[src/rtl/sdf_stage_ctrl.sv]
// Counted enable/twiddle sequencer for one radix-2 SDF FFT stage.
// Define SDF_CTRL_TF_EN to generate twiddle addresses; otherwise tf_addr is tied to 0.
module sdf_stage_ctrl #(
  parameter int float_len   = 32,
  parameter int depth_log2  = 1,
  parameter int tf_addr_len = 1
) (
  input  logic                   clk,
  input  logic                   rst,
  input  logic                   data_in_valid,
  input  logic                   flush,
  input  logic                   fifo_full,
  input  logic                   fifo_empty,
  output logic                   in_ready,
  output logic                   fifo_wr_en,
  output logic                   fifo_rd_en,
  output logic                   bf_en,
  output logic                   wr_sel,
  output logic [tf_addr_len-1:0] tf_addr,
  output logic                   out_valid,
  output logic                   out_sel,
  output logic                   frame_done,
  output logic                   err
);

  if (tf_addr_len < 1 || tf_addr_len > depth_log2 || float_len < 1) begin : g_param_check
    $error("sdf_stage_ctrl: illegal parameter combination");
  end

  typedef enum logic [1:0] {ST_IDLE, ST_FILL, ST_PAIR, ST_DRAIN} state_t;

  state_t                state_q, state_d;
  logic [depth_log2-1:0] cnt_q, cnt_d, cnt_inc;
  logic                  pending_q, pending_d;
  logic                  out_valid_q, out_valid_d;
  logic                  out_sel_q, out_sel_d;
  logic                  frame_done_q, frame_done_d;
  logic                  err_q, err_d;
  logic                  accept;
  logic                  wrap;

  assign cnt_inc = cnt_q + depth_log2'(1);
  assign wrap    = (cnt_inc == '0);

  always_ff @(posedge clk or posedge rst) begin
    if (rst) begin
      state_q      <= ST_IDLE;
      cnt_q        <= '0;
      pending_q    <= 1'b0;
      out_valid_q  <= 1'b0;
      out_sel_q    <= 1'b0;
      frame_done_q <= 1'b0;
      err_q        <= 1'b0;
    end else begin
      state_q      <= state_d;
      cnt_q        <= cnt_d;
      pending_q    <= pending_d;
      out_valid_q  <= out_valid_d;
      out_sel_q    <= out_sel_d;
      frame_done_q <= frame_done_d;
      err_q        <= err_d;
    end
  end

  // Enables are gated by rst so the combinational outputs read as idle during reset.
  always_comb begin
    state_d      = state_q;
    cnt_d        = cnt_q;
    pending_d    = pending_q;
    frame_done_d = 1'b0;
    in_ready     = (state_q != ST_DRAIN);
    fifo_wr_en   = 1'b0;
    fifo_rd_en   = 1'b0;
    bf_en        = 1'b0;
    wr_sel       = 1'b0;
    accept       = data_in_valid && in_ready && !rst;

    case (state_q)
      ST_IDLE, ST_FILL: begin
        if (accept) begin
          fifo_wr_en = 1'b1;
          fifo_rd_en = pending_q;
          cnt_d      = cnt_inc;
          if (wrap) begin
            pending_d = 1'b0;
            state_d   = ST_PAIR;
          end else begin
            state_d   = ST_FILL;
          end
        end else if (flush && !rst && cnt_q == '0) begin
          state_d = pending_q ? ST_DRAIN : ST_IDLE;
        end
      end
      ST_PAIR: begin
        if (accept) begin
          fifo_rd_en = 1'b1;
          fifo_wr_en = 1'b1;
          wr_sel     = 1'b1;
          bf_en      = 1'b1;
          cnt_d      = cnt_inc;
          if (wrap) begin
            pending_d    = 1'b1;
            frame_done_d = 1'b1;
            state_d      = ST_FILL;
          end
        end
      end
      ST_DRAIN: begin
        if (!rst) begin
          fifo_rd_en = 1'b1;
          cnt_d      = cnt_inc;
          if (wrap) begin
            pending_d = 1'b0;
            state_d   = ST_IDLE;
          end
        end
      end
    endcase

    out_valid_d = bf_en || fifo_rd_en;
    out_sel_d   = fifo_rd_en && !bf_en;
    err_d       = err_q
                | (fifo_wr_en && fifo_full)
                | (fifo_rd_en && fifo_empty)
                | (state_q == ST_DRAIN && data_in_valid);
  end

`ifdef SDF_CTRL_TF_EN
  // Top bits of the pair index give the twiddle exponent for this stage.
  assign tf_addr = (state_q == ST_PAIR) ? cnt_q[depth_log2-1 -: tf_addr_len] : '0;
`else
  assign tf_addr = '0;
`endif

  assign out_valid  = out_valid_q;
  assign out_sel    = out_sel_q;
  assign frame_done = frame_done_q;
  assign err        = err_q;

endmodule

[config.mk]
export PLATFORM = sky130hd
export DESIGN_NAME = sdf_stage_ctrl
export DESIGN_NICKNAME = d
export VERILOG_FILES = /design/src/rtl/sdf_stage_ctrl.sv
export SDC_FILE = /design/constraint.sdc
export NUM_CORES = 1
export LEC_CHECK = 0
export BUFFER_PORTS_ARGS = -buffer_cell sky130_fd_sc_hd__buf_4
export CELL_PAD_IN_SITES_DETAIL_PLACEMENT = 1
export CELL_PAD_IN_SITES_GLOBAL_PLACEMENT = 2
export CORE_UTILIZATION = 27
export CTS_CLUSTER_SIZE = 20
export DETAILED_ROUTE_END_ITERATION = 7
export HOLD_SLACK_MARGIN = 0.06
export PLACE_DENSITY = 0.71
export SLEW_MARGIN = 20
export SYNTH_ARGS = -nofsm -noshare
export SYNTH_HDL_FRONTEND = slang
export SYNTH_SLANG_ARGS = --single-unit
export TNS_END_PERCENT = 30
[constraint.sdc]
create_clock -name clk -period 1.6 [get_ports clk]
set_clock_uncertainty 0.05 [all_clocks]
set_input_delay 0.32 -clock clk [delete_from_list [all_inputs] [get_ports clk]]
set_output_delay 0.32 -clock clk [all_outputs]
set_load 0.1 [all_outputs]
# Word level (Yosys, flattened, before mapping)
# Index checks and enable logic that the tools add are counted.
# totals
register_bits	8
in_bits	6
out_inout_bits	10
elab_cells	67
# op_classes
addsub	1
n_eq_ne	11
muxes	27
n_bitwise	4
reduce_logical	17
# op_table
operator	count
$mux W2	8
$mux W1	15
$ne A2 B2 Y1 const B	6
$logic_and A1 B1 Y1	8
$pmux W1 S3	2
$pmux W2 S3	1
$reduce_and A5 Y1	1
$eq A2 B2 Y1 const B	2
$reduce_and A4 Y1	1
$ne A3 B3 Y1 const B	1
$or A1 B1 Y1	3
$reduce_or A3 Y1	1
$eq A2 B1 Y1 const B	1
$logic_not A1 Y1	2
$logic_not A2 Y1	1
$ne A2 B1 Y1 const B	1
$pmux W1 S2	1
$reduce_and A2 Y1	1
$reduce_or A2 Y1	1
$add A1 B1 Y1 const B	1
$logic_or A1 B1 Y1	1
$not A1 Y1	1

# Longest topological paths before layout
# depth
word_depth	9
mapped_depth	5
mapped_depth_nobuf	4

# Worst setup path before layout
# No wires, ideal clock.
# synth_path
kind	input port to output port
startpoint	input port rst
endpoint	output port wr_sel
arrival_time_ns	2.409
required_time_ns	1.230
slack_ns	-1.179
cell_stages	4
path_buffers	2
cell_sequence	buf_2 -> nand2b_4 -> nor3b_2 -> buf_4
# synth_between
elab_chain_cells	4
# synth_lines
element	line_no	text
from (decl)	9	input logic rst,
$logic_not A1 Y1	n/a	
$logic_and A1 B1 Y1	76	accept = data_in_valid && in_ready && !rst;
$mux W1 (2 in a row)	n/a	
to (decl)	18	output logic wr_sel,
# No other way between the ends.

# Worst setup path in the final report
# layout_path
startpoint	register state_q[0]
endpoint	output port fifo_wr_en
# layout_between
elab_chain_cells	5
elab_cells_between_ends	9
cone_classes	3 x eq/ne; 2 x mux; 4 x reduce/logical
# layout_lines
element	line_no	text
from (decl)	32	state_t state_q, state_d;
from (signal assigned)	55	state_q <= state_d;
$ne A2 B2 Y1	71	in_ready = (state_q != ST_DRAIN);
$logic_and A1 B1 Y1 (2 in a row)	76	
$mux W1	80, 95	
$mux W1 *	n/a	
to (decl)	15	output logic fifo_wr_en,
# Every way passes the cells marked *; elsewhere a longest branch is shown, timed or not.

==> run_results.csv <==
group,metric,value,unit
layout,fin_nets,74,
synthesis,yosysTopAreaCell,"dfrtp_1",
timing,min_period_over_period,101,%
synthesis,synth_area,468,um2
timing,hold_viol,0,
place,dpl_worst_slack,73.6,ps
grt,grt_max_degree,12,
clock_network,clk_path_buf_depth,2,
worst_setup_path,cp_top_family,"flip-flops",
worst_setup_path,critPathArrivalTime,1250,ps
routing,wl,1180,um
routing,drc,2,
synthesis,synthesis.nets,52,
timing,setup_tns,-28.6,ps
synthesis,yosys_warnings,0,
routing,drt_iter0_markers,2,
grt,grt_overflow,0,
grt,grt_usage,15.7,%
outcome,violations,"DRC, setup timing",
synthesis,synth_top_area_share,42.8,%
clock_network,clk_latency,270,ps
die,start_util,30.0,%
layout,final_core_util,46.9,%
layout,final_common_cell,"buf_4",
pwr,ir_drop,0.986,mV
clock_network,clkTransAtPathRegs,60,ps
place,dp_hpwl,811,um
die,die_x,43.6,um
layout,layout_common_cells,"buf_4, dfrtp_1, inv_1, a21oi_1, buf_12",
clock_network,cts_htree_levels,1,
die,die_h,43.6,um
synthesis,synth_cell_type_count,23,
worst_setup_path,worst_path_largest_cell_delay,450,ps
worst_setup_path,crit_slowest_cell,"dfrtp_2",
timing,worst_slack,-19.1,ps
place,dp.cells,76,
die,ioPinCount,16,
worst_setup_path,crit_fanout,4,
outcome,status,"finished with violations",
timing,final.min_clock_period,1620,ps
job,drv_cap,0,
synthesis,syn_area_per_cell,10.2,um2
synthesis,synth_cells,46,
grt,antenna_found_initial,0,
clock_network,cts.sinks,8,
timing,slew_violations,0,
die,die_area,0.00190,mm2
worst_setup_path,cp_num_buf_inv,2,
min_path,worstHoldPathType,"in -> async",
synthesis,synth_area_leaders,"dfrtp_1, a21oi_1, nor3b_2, a31oi_1, o32ai_2",
routing,vias,414,
grt,grt_pass1_vias,427,
synthesis,synth-seq-area-share,42.8,%
synthesis,ys_ff_latch,8,
clock_network,cts_buffers,3,
pwr,p_per_area,2160,mW/mm2
routing,firstDrtPassIters,5,
clock_network,cts_tree,"yes",
layout,syn2layout_area_growth,56.1,%
worst_setup_path,crit_path_cell_trace,"buf_4 -> a21oi_4 -> buf_12",
die,core_area,0.00156,mm2
layout,n_antenna_cell,0,
timing,rsz0062_at_grt,"yes",
die,core.rowCount,14,
pwr,power_leakage,0.328,nW
worst_setup_path,cp.required,1230,ps
timing,setup_viol,2,
layout,final_layout_size_suffix_gt1_share,56.1,%
place,numPortBuffers,14,
routing,via_per_inst,5.05,
routing,ant_nets,0,
layout,instances_no_fill,82,
worst_setup_path,cp-end-kind,"output port",
place,gp_congestion,0.694,
routing,avgRoutedWirePerCell,14.4,um
timing,max_freq,0.618,GHz
worst_setup_path,crit_type,"reg -> out",
clock_network,root_buffer,"clkbuf_4",
grt,grt_pass1_wl,2020,um
worst_setup_path,cp-start-kind,"register",
worst paths after layout:
path                                  from          to  slack [ps]  cells after the start
max in group asynchronous              rst  state_q[1]        1160                      4
min in group clk                fifo_empty         err         250                      2
worst min register to register         err         err         440                      1
worst max register to register  state_q[1]  state_q[0]         140                      4
worst min-delay path                   rst  state_q[0]         190                      4
worst max-delay path            state_q[0]  fifo_wr_en         -20                      3
worst reg2reg max path: cells and delay by family (launching register included):
family,cells,cell delay (ps)
mux,1,310
compound gates,2,360
buf+inv,1,180
flops,1,450
state kept, by name, summed over array words and instances, names as in the netlist:
register / count
cnt_q: 1
err: 1
frame_done: 1
out_sel: 1
out_valid: 1
pending_q: 1
state_q: 2
power breakdown:
part           internal (W)  switching, W  leakage, nW  total (W)
combinational      0.000368      0.000678        0.222    0.00105
clock             0.0000866     0.0000803       0.0138   0.000167
sequential         0.000279     0.0000873       0.0922   0.000367
per-stage QoR:
step / hold WS (ps) / power, W / instance area [um2]
after detailed placement: 445 / 0.00126 / 608
after CTS: 187 / 0.00153 / 706
after floorplan: 235 / 0.00107 / 504
after global routing: 214 / 0.00165 / 731
after global placement: 420 / 0.00126 / 608
final: 195 / 0.00158 / 731
layer usage:
metal | share of wire (%) | wire [um] | vias up | GRT usage (%)
met5 | 0 | 0 | - | 0
met4 | 2.0 | 23 | 0 | 9.38
met3 | 6.6 | 78 | 5 | 7.50
met2 | 48 | 566 | 16 | 23.6
met1 | 43 | 508 | 194 | 18.0
li1 | - | - | 199 | -
what timing repair did:
item	4_1_cts	5_1_grt
pin swaps	2	1
buffers inserted	3	0
hold buffers	0	0
gates resized for setup	14	4
endpoints found under the setup margin	4	4
hold endpoints to repair	0	0
logic make-up (layout without fill, tap and decap cells):
logic type,after synthesis,count (layout),synth area share [%]
AO/OA/AOI/OAI,17,17,26.2
AND/OR/NAND/NOR,9,9,14.2
buffers and inverters,9,29,11.0
flip-flops,8,8,42.8
other,1,1,0.801
XOR/XNOR,1,1,1.87
multiplexers,1,1,3.21
Yosys cell counts:
library cell,count
nand2b_4,1
buf_2,2
o21ai_2,1
a221o_1,1
nor2_1,1
dfrtp_1,8
o32ai_2,1
buf_4,2
xnor2_1,1
conb_1,1
a31oi_1,3
o22a_1,1
a211oi_1,1
and2_1,1
nor2b_1,1
inv_1,4
buf_6,1
mux2_4,1
a21oi_1,6
a211oi_2,1
nor3b_2,2
o21ai_0,2
nand2_1,3
cell type report:
class | count | area (um2)
fill | 175 | 828
sequential | 8 | 203
multi-input combinational | 29 | 255
inverter | 4 | 15.0
timing repair buffer | 22 | 215
clock buffer | 3 | 22.5
tap | 16 | 20.0
Power figures use the tool's default switching activity.
